==> src/rtl/peasant_pkg.sv <==
// Shared types and helpers for the iterative shift-and-add multiplier.
// The digit-count helper gives ceil(bits/digit), the number of CALC steps for a multiplier.
package peasant_pkg;

  typedef enum logic [1:0] {
    IDLE = 2'd0,
    CALC = 2'd1,
    SEND = 2'd2
  } state_t;

  localparam int LEGAL_DIGIT_BITS [3] = '{1, 2, 4};

  function automatic bit legal_digit_bits(input int d);
    legal_digit_bits = 1'b0;
    for (int i = 0; i < 3; i++)
      if (LEGAL_DIGIT_BITS[i] == d) legal_digit_bits = 1'b1;
  endfunction

  function automatic int digit_count(input int nbits, input int digit);
    return (nbits + digit - 1) / digit;
  endfunction

endpackage

==> src/rtl/peasant_digit_pp.sv <==
// Partial product of one multiplier digit (DIGIT_BITS wide) against the shifted multiplicand.
module peasant_digit_pp
  import peasant_pkg::*;
#(
  parameter int NBITS      = 20,
  parameter int DIGIT_BITS = 1
) (
  input  logic [DIGIT_BITS-1:0] digit,
  input  logic [2*NBITS-1:0]    mcand,
  output logic [2*NBITS-1:0]    pp
);

  always_comb begin
    pp = '0;
    for (int i = 0; i < DIGIT_BITS; i++)
      if (digit[i]) pp = pp + (mcand << i);
  end

endmodule

==> src/rtl/peasant_mul_sm.sv <==
// Sign-magnitude shift-and-add multiplier behind a valid/ready stream, retiring
// DIGIT_BITS multiplier bits per cycle and stopping once the multiplier is exhausted.
module peasant_mul_sm
  import peasant_pkg::*;
#(
  parameter int NBITS      = 20,
  parameter int DIGIT_BITS = 1,
  parameter int SWAP_EN    = 1
) (
  input  logic               clock,
  input  logic               reset,
  input  logic [NBITS-1:0]   A,
  input  logic [NBITS-1:0]   B,
  input  logic               iSigned,
  input  logic               iValid,
  output logic               iReady,
  output logic               oValid,
  input  logic               oReady,
  output logic [2*NBITS-1:0] result
);

  localparam int W2 = 2 * NBITS;

  generate
    if (!legal_digit_bits(DIGIT_BITS)) begin : g_bad_digit_bits
      $error("peasant_mul_sm: DIGIT_BITS must be 1, 2 or 4");
    end
  endgenerate

  // -2^(NBITS-1) negates to itself, which read unsigned is exactly its magnitude.
  function automatic logic [NBITS-1:0] magnitude(input logic [NBITS-1:0] v, input logic is_signed);
    return (is_signed && v[NBITS-1]) ? -v : v;
  endfunction

  state_t           state, state_n;
  logic             ready_n, ovalid_n, neg, neg_n, swap;
  logic [W2-1:0]    result_n, acc, acc_n, mcand, mcand_n, pp;
  logic [NBITS-1:0] mplier, mplier_n, mag_a, mag_b;

  assign mag_a = magnitude(A, iSigned);
  assign mag_b = magnitude(B, iSigned);
  assign swap  = (SWAP_EN != 0) && (mag_a > mag_b);

  peasant_digit_pp #(
    .NBITS      (NBITS),
    .DIGIT_BITS (DIGIT_BITS)
  ) u_digit_pp (
    .digit (mplier[DIGIT_BITS-1:0]),
    .mcand (mcand),
    .pp    (pp)
  );

  always_comb begin
    state_n  = state;
    ready_n  = iReady;
    ovalid_n = oValid;
    result_n = result;
    acc_n    = acc;
    mcand_n  = mcand;
    mplier_n = mplier;
    neg_n    = neg;
    case (state)
      IDLE: begin
        if (iValid && iReady) begin
          ready_n = 1'b0;
          state_n = CALC;
          neg_n   = iSigned & (A[NBITS-1] ^ B[NBITS-1]);
          acc_n   = '0;
          if (swap) begin
            mplier_n = mag_b;
            mcand_n  = {{NBITS{1'b0}}, mag_a};
          end else begin
            mplier_n = mag_a;
            mcand_n  = {{NBITS{1'b0}}, mag_b};
          end
        end else begin
          ready_n = 1'b1;
        end
      end
      CALC: begin
        if (mplier != '0) begin
          acc_n    = acc + pp;
          mplier_n = mplier >> DIGIT_BITS;
          mcand_n  = mcand << DIGIT_BITS;
        end else begin
          result_n = neg ? -acc : acc;
          ovalid_n = 1'b1;
          state_n  = SEND;
        end
      end
      SEND: begin
        if (oReady) begin
          ovalid_n = 1'b0;
          state_n  = IDLE;
        end
      end
      default: state_n = IDLE;
    endcase
  end

  always_ff @(posedge clock or negedge reset) begin
    if (!reset) begin
      state  <= IDLE;
      iReady <= 1'b0;
      oValid <= 1'b0;
      result <= '0;
      acc    <= '0;
      mcand  <= '0;
      mplier <= '0;
      neg    <= 1'b0;
    end else begin
      state  <= state_n;
      iReady <= ready_n;
      oValid <= ovalid_n;
      result <= result_n;
      acc    <= acc_n;
      mcand  <= mcand_n;
      mplier <= mplier_n;
      neg    <= neg_n;
    end
  end

endmodule

==> config.mk <==
export PLATFORM = sky130hd
export DESIGN_NAME = peasant_mul_sm
export DESIGN_NICKNAME = d
export VERILOG_FILES = /design/src/rtl/peasant_pkg.sv /design/src/rtl/peasant_digit_pp.sv /design/src/rtl/peasant_mul_sm.sv
export SDC_FILE = /design/constraint.sdc
export NUM_CORES = 1
export LEC_CHECK = 0
export BUFFER_PORTS_ARGS = -buffer_cell sky130_fd_sc_hd__buf_4
export CELL_PAD_IN_SITES_DETAIL_PLACEMENT = 0
export CELL_PAD_IN_SITES_GLOBAL_PLACEMENT = 1
export CORE_UTILIZATION = 24
export DETAILED_ROUTE_END_ITERATION = 16
export PLACE_DENSITY_LB_ADDON = 0.1
export SETUP_SLACK_MARGIN = 0.15
export SYNTH_ARGS = -nofsm -noshare
export SYNTH_HDL_FRONTEND = slang
export SYNTH_SLANG_ARGS = --single-unit
==> constraint.sdc <==
create_clock -name clock -period 5.5 [get_ports clock]
set_input_delay 1.1 -clock clock [delete_from_list [all_inputs] [get_ports clock]]
set_output_delay 1.1 -clock clock [all_outputs]
set_load 0.05 [all_outputs]
# --- Word level (Yosys, flattened, before mapping) ---
# Cells that the tools add are included.
op_classes:
  add_sub_neg: 4
  magnitude_cmp: 1
  eq_ne: 6
  mux: 23
  bitwise: 3
  n_reduce_logical: 12
op_table:
  columns: ["operator", "n"]
  rows:
  - ["2-to-1 mux 40 bit", 6]
  - ["case mux 40 bit (2 select lines)", 2]
  - ["2-to-1 mux 20 bit", 6]
  - ["adder 40 bit", 1]
  - ["negator 20 bit", 2]
  - ["negator 40 bit", 1]
  - ["case mux 20 bit (2 select lines)", 1]
  - ["> comparator 20 bit", 1]
  - ["nonzero test 20 bit", 1]
  - ["AND reduction 3 bit", 3]
  - ["inequality test 2 bit, second input constant", 4]
  - ["2-to-1 mux 2 bit", 3]
  - ["case mux 2 bit (3 select lines)", 1]
  - ["AND reduction 2 bit", 2]
  - ["nonzero test 2 bit", 2]
  - ["logical AND 1 bit", 3]
  - ["2-to-1 mux 1 bit", 3]
  - ["== test 2 x 1 -> 1 bit, second input constant", 1]
  - ["== test 2 bit, second input constant", 1]
  - ["zero test 2 bit", 1]
  - ["case mux 1 bit (2 select lines)", 1]
  - ["bitwise AND 1 bit", 1]
  - ["inverter 1 bit", 1]
  - ["XOR 1 bit", 1]
totals:
  reg_bits: 145
  input_bits: 45
  elab_cells: 57

# --- Logic depth before layout (Yosys ltp) ---
# Gate-level depths: netlist of run 1.
depth:
  depth_word: 6
  mapped_depth: 18

# --- Cells and area by module ---
# Synthesis of run 1 repeated with hierarchy kept, for this count alone.
hier_totals:
  hier_cells: 1266
  area_unflattened_um2: 10681.5
modules_own_cells:
  columns: ["module", "n_inst", "cells_each", "area_each_um2"]
  rows:
  - ["peasant_mul_sm", 1, 1222, 10361.2]
  - ["peasant_digit_pp", 1, 44, 320.3]

# --- Worst setup path before layout of run 1 ---
# No wires, ideal clock.
synth_path:
  path_type: "in2reg"
  from: "input B[5]"
  to: "register mcand[16]"
  arrival_time_ns: 5.078
  required_ns: 5.358
  slack_ns: 0.280
  cell_stages: 15
  n_path_buf: 2
  cell_sequence: "or4_1 -> nor4_1 -> nand3b_1 -> o41ai_1 -> xor2_1 -> ha_1 -> a21o_1 -> a21o_1 -> a21o_1 -> a21oi_1 -> o21ai_0 -> o22ai_1 -> clkbuf_1 -> clkbuf_1 -> o2111ai_1"
synth_via:
  elab_chain_cells: 6
synth_lines:
  columns: ["item", "line", "rtl"]
  rows:
  - ["start, declared", "peasant_mul_sm.sv:13", "input logic [NBITS-1:0] B,"]
  - ["negator 20 bit", "peasant_mul_sm.sv:32", "return (is_signed && v[NBITS-1]) ? -v : v;"]
  - ["2-to-1 mux 20 bit (*)", "peasant_mul_sm.sv:32", null]
  - ["> comparator 20 bit", "peasant_mul_sm.sv:42", "assign swap = (SWAP_EN != 0) && (mag_a > mag_b);"]
  - ["2-to-1 mux 20 bit (*)", "peasant_mul_sm.sv:69", "if (swap) begin"]
  - ["2-to-1 mux 40 bit (*)", "peasant_mul_sm.sv:64", "if (iValid && iReady) begin"]
  - ["case mux 40 bit (2 select lines) (*)", "peasant_mul_sm.sv:62", "case (state)"]
  - ["end signal, assigned", "peasant_mul_sm.sv:117", "mcand <= mcand_n;"]
  - ["end, declared", "peasant_mul_sm.sv:37", "logic [W2-1:0] result_n, acc, acc_n, mcand, mcand_n, pp;"]
# Mark *: on every way between the ends. The rest lies on a longest branch, timed or not. The select of a mux whose other input is x is not followed.
# A chain may end at the register's enable or synchronous reset.

# --- Worst setup path in the final report of run 1 ---
layout_path:
  from: "input B[5]"
  to: "register mplier[3]"
layout_via:
  elab_chain_cells: 6
layout_lines:
  columns: ["item", "line", "rtl"]
  rows:
  - ["negator 20 bit", "peasant_mul_sm.sv:32", null]
  - ["2-to-1 mux 20 bit (*)", "peasant_mul_sm.sv:32", null]
  - ["> comparator 20 bit (*)", "peasant_mul_sm.sv:42", null]
  - ["2-to-1 mux 20 bit (*)", "peasant_mul_sm.sv:69", null]
  - ["2-to-1 mux 20 bit (*)", "peasant_mul_sm.sv:64", null]
  - ["case mux 20 bit (2 select lines) (*)", "peasant_mul_sm.sv:62", null]
  - ["end signal, assigned", "peasant_mul_sm.sv:118", "mplier <= mplier_n;"]
  - ["end, declared", "peasant_mul_sm.sv:38", "logic [NBITS-1:0] mplier, mplier_n, mag_a, mag_b;"]
# Marks and branches as above.

==> impl_summary.md, run 1 <==
Run status
The run finished with clean final reports.

Min path
The tightest min-delay check is of the register to register type.

Global route
The initial antenna violation count is 0. The via count of the first global-routing pass was 9,120. The first-pass GRT wire length is 53,100 µm. Summed over all layers, the global routing overflow is 0. The overall track demand over capacity in global routing is 15.1%. Entering global routing, the biggest net connects 87 pins.

Worst setup path
STA classifies the critical path endpoint as a register. The critical-path cell with the highest stage delay is sky130_fd_sc_hd__or4_1. The most repeated library cell on the critical path is sky130_fd_sc_hd__a21o_1. The biggest fanout along the worst timing path is 54. Traced cell by cell, the critical path runs through buf_4 > or4_1 > nor4_1 > nand3b_1 > o41ai_1 > xor2_1 > ha_1 > a21o_1 > a21o_1 > a21o_1 > a21oi_1 > o21ai_0 > o22ai_4 > buf_12 > mux2_2 > o21ai_0. The critical path is of the input port to register type. The delay of the slowest cell on the worst path is around 0.6 ns. STA puts the critical path data required time at 5.84 ns.

STA classifies the critical path startpoint as an input port. The data arrival at the endpoint of the critical path is 5.16 ns.

Logic synthesis
The simple-gate share of the synthesized area is 22.2%. The area of the mapped netlist is roughly 11,000 µm². Of the synthesized area, sequential elements account for 34.0%. When the netlist entered floorplanning its net count stood at 1,385. Of the total synthesized cell area, the portion taken by XOR and XNOR cells is around 8.4%. The most used flip-flop cell after synthesis is sky130_fd_sc_hd__dfrtp_1.

After technology mapping, the gate count stands at 1,277. Counting flops and latches in the post-synthesis netlist gives 145. For this run, the number of Yosys warnings is 0. The biggest area contributor in the post-synthesis netlist is sky130_fd_sc_hd__dfrtp_1. The area share of the largest cell type after synthesis is 34.0%. After synthesis, the share of cell area in mux cells is 3.13%. The adder-cell share of the synthesized area is approximately 7.5%.

The async set or reset register ratio after synthesis is 100%. The post-synthesis cell type count is 59. In this run, synthesis inferred 0 flip-flops with an integrated enable.

The compound-gate portion of the synthesized area is a little over a fifth. A synthesized cell averages about 8.3 µm². After synthesis, the largest family of logic cells by area is simple AND/OR/NAND/NOR gates. Ranked by total cell area, the synthesized netlist is headed by sky130_fd_sc_hd__dfrtp_1, sky130_fd_sc_hd__ha_1, sky130_fd_sc_hd__nand2_1, sky130_fd_sc_hd__o21ai_0, sky130_fd_sc_hd__nand3_1.

Layout
From synthesis to final layout, the design area changed by 17.7%. The count of antenna diodes in the layout is 0. Fill cells in the final layout number 4,770. The multi-input combinational cells in the finished layout cover a total of ~6700 µm². In the final design database the tool counted between 1,000 and 1,500 nets. In the final layout, the share of cells above drive strength 1 is 12.7%. Once layout is complete, the utilization of the core stands at 28.9%. The area used by sequential logic in the layout is 3630 µm².

Place
The post-detailed-placement half-perimeter wirelength is 24,900 µm. The count of buffers added on input and output ports is 86. The routability-driven placement congestion ratio is 0.800. Timing analysis after detailed placement gives a worst setup slack of 0.275 ns.

Clocking
The post-cts sizing count is 0. The number of buffers added by the clock tree synthesis step is 17. Clock tree synthesis selected as its root buffer the cell sky130_fd_sc_hd__clkbuf_16. The CTS sink count is 145. After clock tree synthesis, the clock-pin slew on the worst setup and hold paths is 0.06 ns. The H-tree depth reported by CTS is 4. Once the clock tree was built, the setup fixing pass inserted 0 buffers. Clock latency on the worst-skew pair, taken at its later pin, is approximately 0.44 ns. TritonCTS built the clock tree. The number of buffers on the longest clock path is 2. The cts-stage hold buffer count is 0.

Timing
The count of final hold-check violations was 0. Setup repair after global routing left no endpoint under its margin. The highest clock rate is 207 MHz. The final critical path takes up 87.7% of the cycle. Across the routed clock network, the largest skew measured is 0.00893 ns.

Measured against its own limit, the worst slew margin works out to around two fifths. The number of max-slew violations in the final report is 0. For the final routed database, the setup TNS stands at 0 ns.

The clock period could shrink to 4.82 ns. Setup violations remaining at the end of the flow were counted as 0. For the pin with the worst max-slew slack, the measured transition is approximately 0.9 ns. Across all hold checks on the routed design, the worst slack comes to 0.478 ns. The minimum setup slack in the final design is 0.677 ns.

Detailed routing
The first detailed-routing pass ran for 5 iterations. In the routed design, unresolved DRC markers number 0. The final layout contains routed wiring with a total length of 33,000 µm.

The post-detailed-route count of antenna-violating nets is 0. The total via count in the routed design is 9,262. After the first detailed-routing iteration, the DRC count stood at around 490. The via density per instance is 4.81. The post-detailed-route wirelength per cell is ~17 µm.

Floorplanning
The die covers 45,200 µm². The region available for standard cell placement spans 43,500 µm². The die is between 200 and 250 µm tall.

The die width is between 200 and 250 µm. The number of core rows is 76. The initial core utilization is 24.5%.

The boundary pin count is 87.

Flow run
The number of max-cap violations is 0.

Power and ir drop
The maximum vdd ir drop is 0.000241 V. The leakage component of the power is 5.45 nW. The completed layout was analyzed and its total power is 0.00625 W. The power per unit of standard cell area is 499 nW/µm².
## cell usage after synthesis (all sizes together), types with 5 or more instances
cell type	count
a21o	27
nor4	11
o31ai	25
o2111ai	19
and3	11
nand3	96
o41ai	11
a22oi	19
a31oi	7
inv	35
nor2	50
and2	45
nand2	179
or3	5
nor2b	6
nand3b	7
ha	62
dfrtp	145
o21a	11
mux2i	12
a21boi	5
mux2	19
clkbuf	66
buf	5
o21ai	131
a211o	5
or4	12
xor2	49
nand4	10
xnor2	53
o21bai	7
nor3	15
a211oi	6
a21oi	55
nand2b	20
o211ai	6
## flip-flops by register name, indices dropped and copies added, names as in the netlist
register,cells
acc,40
oValid,1
mcand,40
result,40
state,2
neg,1
mplier,20
iReady,1
## per-stage QoR
stage          cell area [µm²]  instances
2_1_floorplan            10700       1277
3_3_place_gp             11900       1893
3_5_place_dp             11900       1893
4_1_cts                  12500       1924
5_1_grt                  12500       1924
6_report                 12500       1924
## critical path, delay by kind of cell
kind                     cells  cell delay (ns)
AO/OA/AOI/OAI                8             1.56
XOR/XNOR                     1             0.27
adder cells (fa/ha/maj)      1             0.29
buffers and inverters        2             0.41
multiplexers                 1             0.37
AND/OR/NAND/NOR              3             1.14
## layer usage
metal	up-vias	track usage [%]	part of all wire, %
li1	4704	-	-
met1	4379	23.2	54
met2	159	21.8	41
met3	20	1.99	3.1
met4	0	4.17	1.1
met5	-	0	0
## worst paths after layout
path / from / to / slack [ns] / cells after the start
min in group asynchronous: reset / mplier[3] / 0.71 / 1
setup / recovery: B[5] / mplier[3] / 0.68 / 16
max in group asynchronous: reset / mcand[13] / 3.68 / 2
hold / removal: result[24] / result[24] / 0.48 / 2
setup reg to reg: mplier[0] / acc[36] / 1.84 / 12
hold reg to reg: result[24] / result[24] / 0.48 / 2
## layout by cell type (no fill, tap or decap), types with 45 or more instances in the layout
cell type / count
sky130_fd_sc_hd__nand2_1: 179
sky130_fd_sc_hd__dfrtp_1: 145
sky130_fd_sc_hd__o21ai_0: 128
sky130_fd_sc_hd__buf_4: 100
sky130_fd_sc_hd__nand3_1: 95
sky130_fd_sc_hd__ha_1: 62
sky130_fd_sc_hd__a21oi_1: 55
sky130_fd_sc_hd__xnor2_1: 53
sky130_fd_sc_hd__xor2_1: 49
sky130_fd_sc_hd__nor2_1: 48
sky130_fd_sc_hd__and2_1: 45
## final cells by class
type | count | area share, %
clock inverters | 10 | 1.07
well taps | 585 | 5.84
multi-input cells | 1026 | 53.2
inverters | 35 | 1.05
repair buffers | 102 | 6.24
flip-flops and latches | 145 | 28.9
clock buffers | 21 | 3.67
## power by group
part	total [W]	switching, W	internal (W)
registers	0.00191	0.000466	0.00145
clock network	0.00121	0.000481	0.000733
logic	0.00312	0.00190	0.00123
total	0.00625	0.00285	0.00341
## cell families (layout without fill, tap and decap cells)
group,Yosys count,count (layout)
AO/OA/AOI/OAI,350,350
XOR/XNOR,102,102
adder cells (fa/ha/maj),63,63
buffers and inverters,106,168
flip-flops,145,145
multiplexers,31,31
AND/OR/NAND/NOR,480,480
Note: power is estimated with default switching activity, not from simulation.
==> run 2: changes to the inputs <==
--- a/config.mk
+++ b/config.mk
@@ -5,7 +5,7 @@
 export SDC_FILE = /design/constraint.sdc
 export NUM_CORES = 1
 export LEC_CHECK = 0
-export BUFFER_PORTS_ARGS = -buffer_cell sky130_fd_sc_hd__buf_4
+export BUFFER_PORTS_ARGS = -buffer_cell sky130_fd_sc_hd__buf_2
 export CELL_PAD_IN_SITES_DETAIL_PLACEMENT = 0
 export CELL_PAD_IN_SITES_GLOBAL_PLACEMENT = 1
 export CORE_UTILIZATION = 24
==> impl_summary.md, run 2 (synthesis results as in run 1) <==
Global route
The overall track demand over capacity in global routing is between 15 and 20%. The via count of the first global-routing pass is roughly 9,100. The initial antenna violation count is 0. The first-pass GRT wire length is between 50,000 and 60,000 µm. The largest net degree at the start of global routing is 81. Summed over all layers, the global routing overflow is 0.

Timing
The tightest slew margin relative to the limit is 32.4%. The final critical-path share of the clock period is 85.8%. The clock arrives with 0.00970 ns of skew. The minimum setup slack in the final design is roughly 0.78 ns. The slew at the pin with the worst max-slew slack is 1.01 ns.

Setup violations remaining at the end of the flow were counted as 0. The number of max-slew violations in the final report is 0. The highest clock rate is 212 MHz. The count of final hold-check violations is 0.

Setup repair after global routing left no endpoint under its margin. In the final timing run, aggregate negative setup slack is 0 ns. The clock period could shrink to about 4.7 ns. The final-layout worst hold slack is 0.470 ns.

Min path
The type of the tightest min-delay check is register to register. The startpoint identified for the worst hold timing path is result[24].

Layout
The post-route core utilization is between 20% and 30%. 0 antenna diodes ended up in the layout. The number of nets in the layout is about 1,400. In the final layout, the registers with the most flip-flops are acc x40, mcand x40, result x40. Relative to the synthesized area, the layout overhead comes to 15.6%.

The library cell used most frequently in the layout, excluding fill and tap cells, is sky130_fd_sc_hd__nand2_1. The final standard cell area without fillers is between 10,000 and 15,000 µm². The layout cell share with drive strength beyond 1 is 12.6%. The library cells used most frequently in the layout, excluding fill and tap cells, are sky130_fd_sc_hd__nand2_1, sky130_fd_sc_hd__dfrtp_1, sky130_fd_sc_hd__o21ai_0, sky130_fd_sc_hd__nand3_1, sky130_fd_sc_hd__buf_2.

Detailed routing
The total via count in the routed design is 9,266. For this run, design rule violations remaining after detail routing come to 0. Before antenna repair, the detailed router went through 4 iterations. The detailed router finished its first iteration with 565 violations.

For this block, the routed nets add up to about 33,000 µm of wire. In the routed layout, each cell is associated on average with a via count of 4.82. In this run the remaining antenna-violating nets after routing total 0. The post-detailed-route wirelength per cell is roughly 17 µm.

Worst setup path
Walking the worst path, the cells encountered are buf_2 > or4_1 > nor4_1 > nand3b_1 > o41ai_1 > xor2_1 > ha_1 > a21o_1 > a21o_1 > a21o_1 > a21oi_1 > o21ai_0 > o22ai_4 > buf_12 > mux2_2 > o21ai_0. The data arrival at the endpoint of the critical path is ~5.1 ns. The critical path contains buffers and inverters numbering 2 combined. The largest individual stage delay along the critical path comes from the cell sky130_fd_sc_hd__or4_1.

In this run the worst setup path begins at B[3]. Along the worst path, the maximum fanout reaches 54. On the critical path the largest part of the delay comes from compound AO/OA/AOI/OAI gates.

The setup path with the least slack is of type input port to register. The worst endpoint required time is 5.85 ns. On the worst path, the slowest cell contributes a delay of 0.58 ns.

STA classifies the critical path startpoint as an input port. The critical path endpoint category is a register. The startpoint identified for the worst register-to-register timing path is mplier[0]. In this design, the critical path's most frequently occurring cell is sky130_fd_sc_hd__a21o_1.

Place
The routability-driven placement congestion ratio is between 0.8 and 0.9. During placement, the flow inserted port buffers numbering 86. The cell area after placement is 11,700 µm². The post-detailed-placement half-perimeter wirelength is 24,800 µm. At the placement stage, the worst setup path has a slack of 0.347 ns.

Clocking
After clock tree synthesis, the setup repair step added 0 buffers. Clock latency on the worst-skew pair, taken at its later pin, is 0.44 ns. The clock transition at the registers of the reported paths is around 0.06 ns. The number of buffers added by the clock tree synthesis step is 17. In this run, post-CTS hold repair placed 0 buffers. In this run the number of H-tree levels came out at 4. The clock drives 145 sinks.

The number of buffers on the longest clock path is 2. Post-CTS repair changed the size of 0 cells. The clock tree from TritonCTS is yes. The buffer cell driving the clock tree root is sky130_fd_sc_hd__clkbuf_16.

Flow run
The tool flagged a number of max-cap violations equal to 0.

Floorplanning
The core region is 43,500 µm². The number of core rows is 76. The die covers 45,200 µm². The initial utilization of the core area, before any placement, comes to 24.5%.

Pin placement for this block handled 87 I/O pins. The die width is 213 µm. The floorplan step set the die height to 213 µm.

Power and ir drop
The maximum vdd ir drop is 0.000262 V. In this run the static leakage power is 5.40 nW. Power spread over the standard cell area amounts to 507 nW/µm².

Run status
The run finished with clean final reports.
run 2: power by group:
| part | internal (W) | leakage, nW | switching, W |
|---|---|---|---|
| clock network | 0.000721 | 0.279 | 0.000482 |
| logic | 0.00121 | 3.26 | 0.00191 |
| registers | 0.00145 | 1.86 | 0.000476 |
| total | 0.00338 | 5.40 | 0.00286 |
run 2: area by class of cell:
type                    count  area [µm²]
inverters                  35         131
repair buffers            101         574
fillers                  4760       31100
multi-input cells        1026        6670
well taps                 585         732
clock buffers              21         450
clock inverters            10         136
flip-flops and latches    145        3630
run 2: worst min-delay path: stages (launching register included):
cell and delay (ns):
sky130_fd_sc_hd__dfrtp_1 0.34, sky130_fd_sc_hd__nand2_1 0.04, sky130_fd_sc_hd__o21ai_0 0.05
run 2: worst paths after layout:
check	end	slack [ns]	cells after the start
setup / recovery	mplier[3]	0.78	16
hold / removal	result[24]	0.47	2
setup reg to reg	acc[36]	1.58	13
hold reg to reg	result[24]	0.47	2
max in group asynchronous	result[30]	3.95	2
min in group asynchronous	mplier[0]	0.65	1
run 2: metrics by stage:
stage | cells | total power, W
CTS | 1923 | 0.00633
global placement | 1892 | 0.00511
finish | 1923 | 0.00624
detailed placement | 1892 | 0.00510
global route | 1923 | 0.00681
floorplan | 1277 | 0.00412
run 2: per-layer routing:
layer  global-route usage, %  part of all wire [%]  vias to the layer above
met2                    21.6                    41                      169
li1                        -                     -                     4715
met5                       0                     0                        -
met3                    2.09                   3.0                       18
met1                    23.2                    55                     4364
met4                    3.37                   1.0                        0
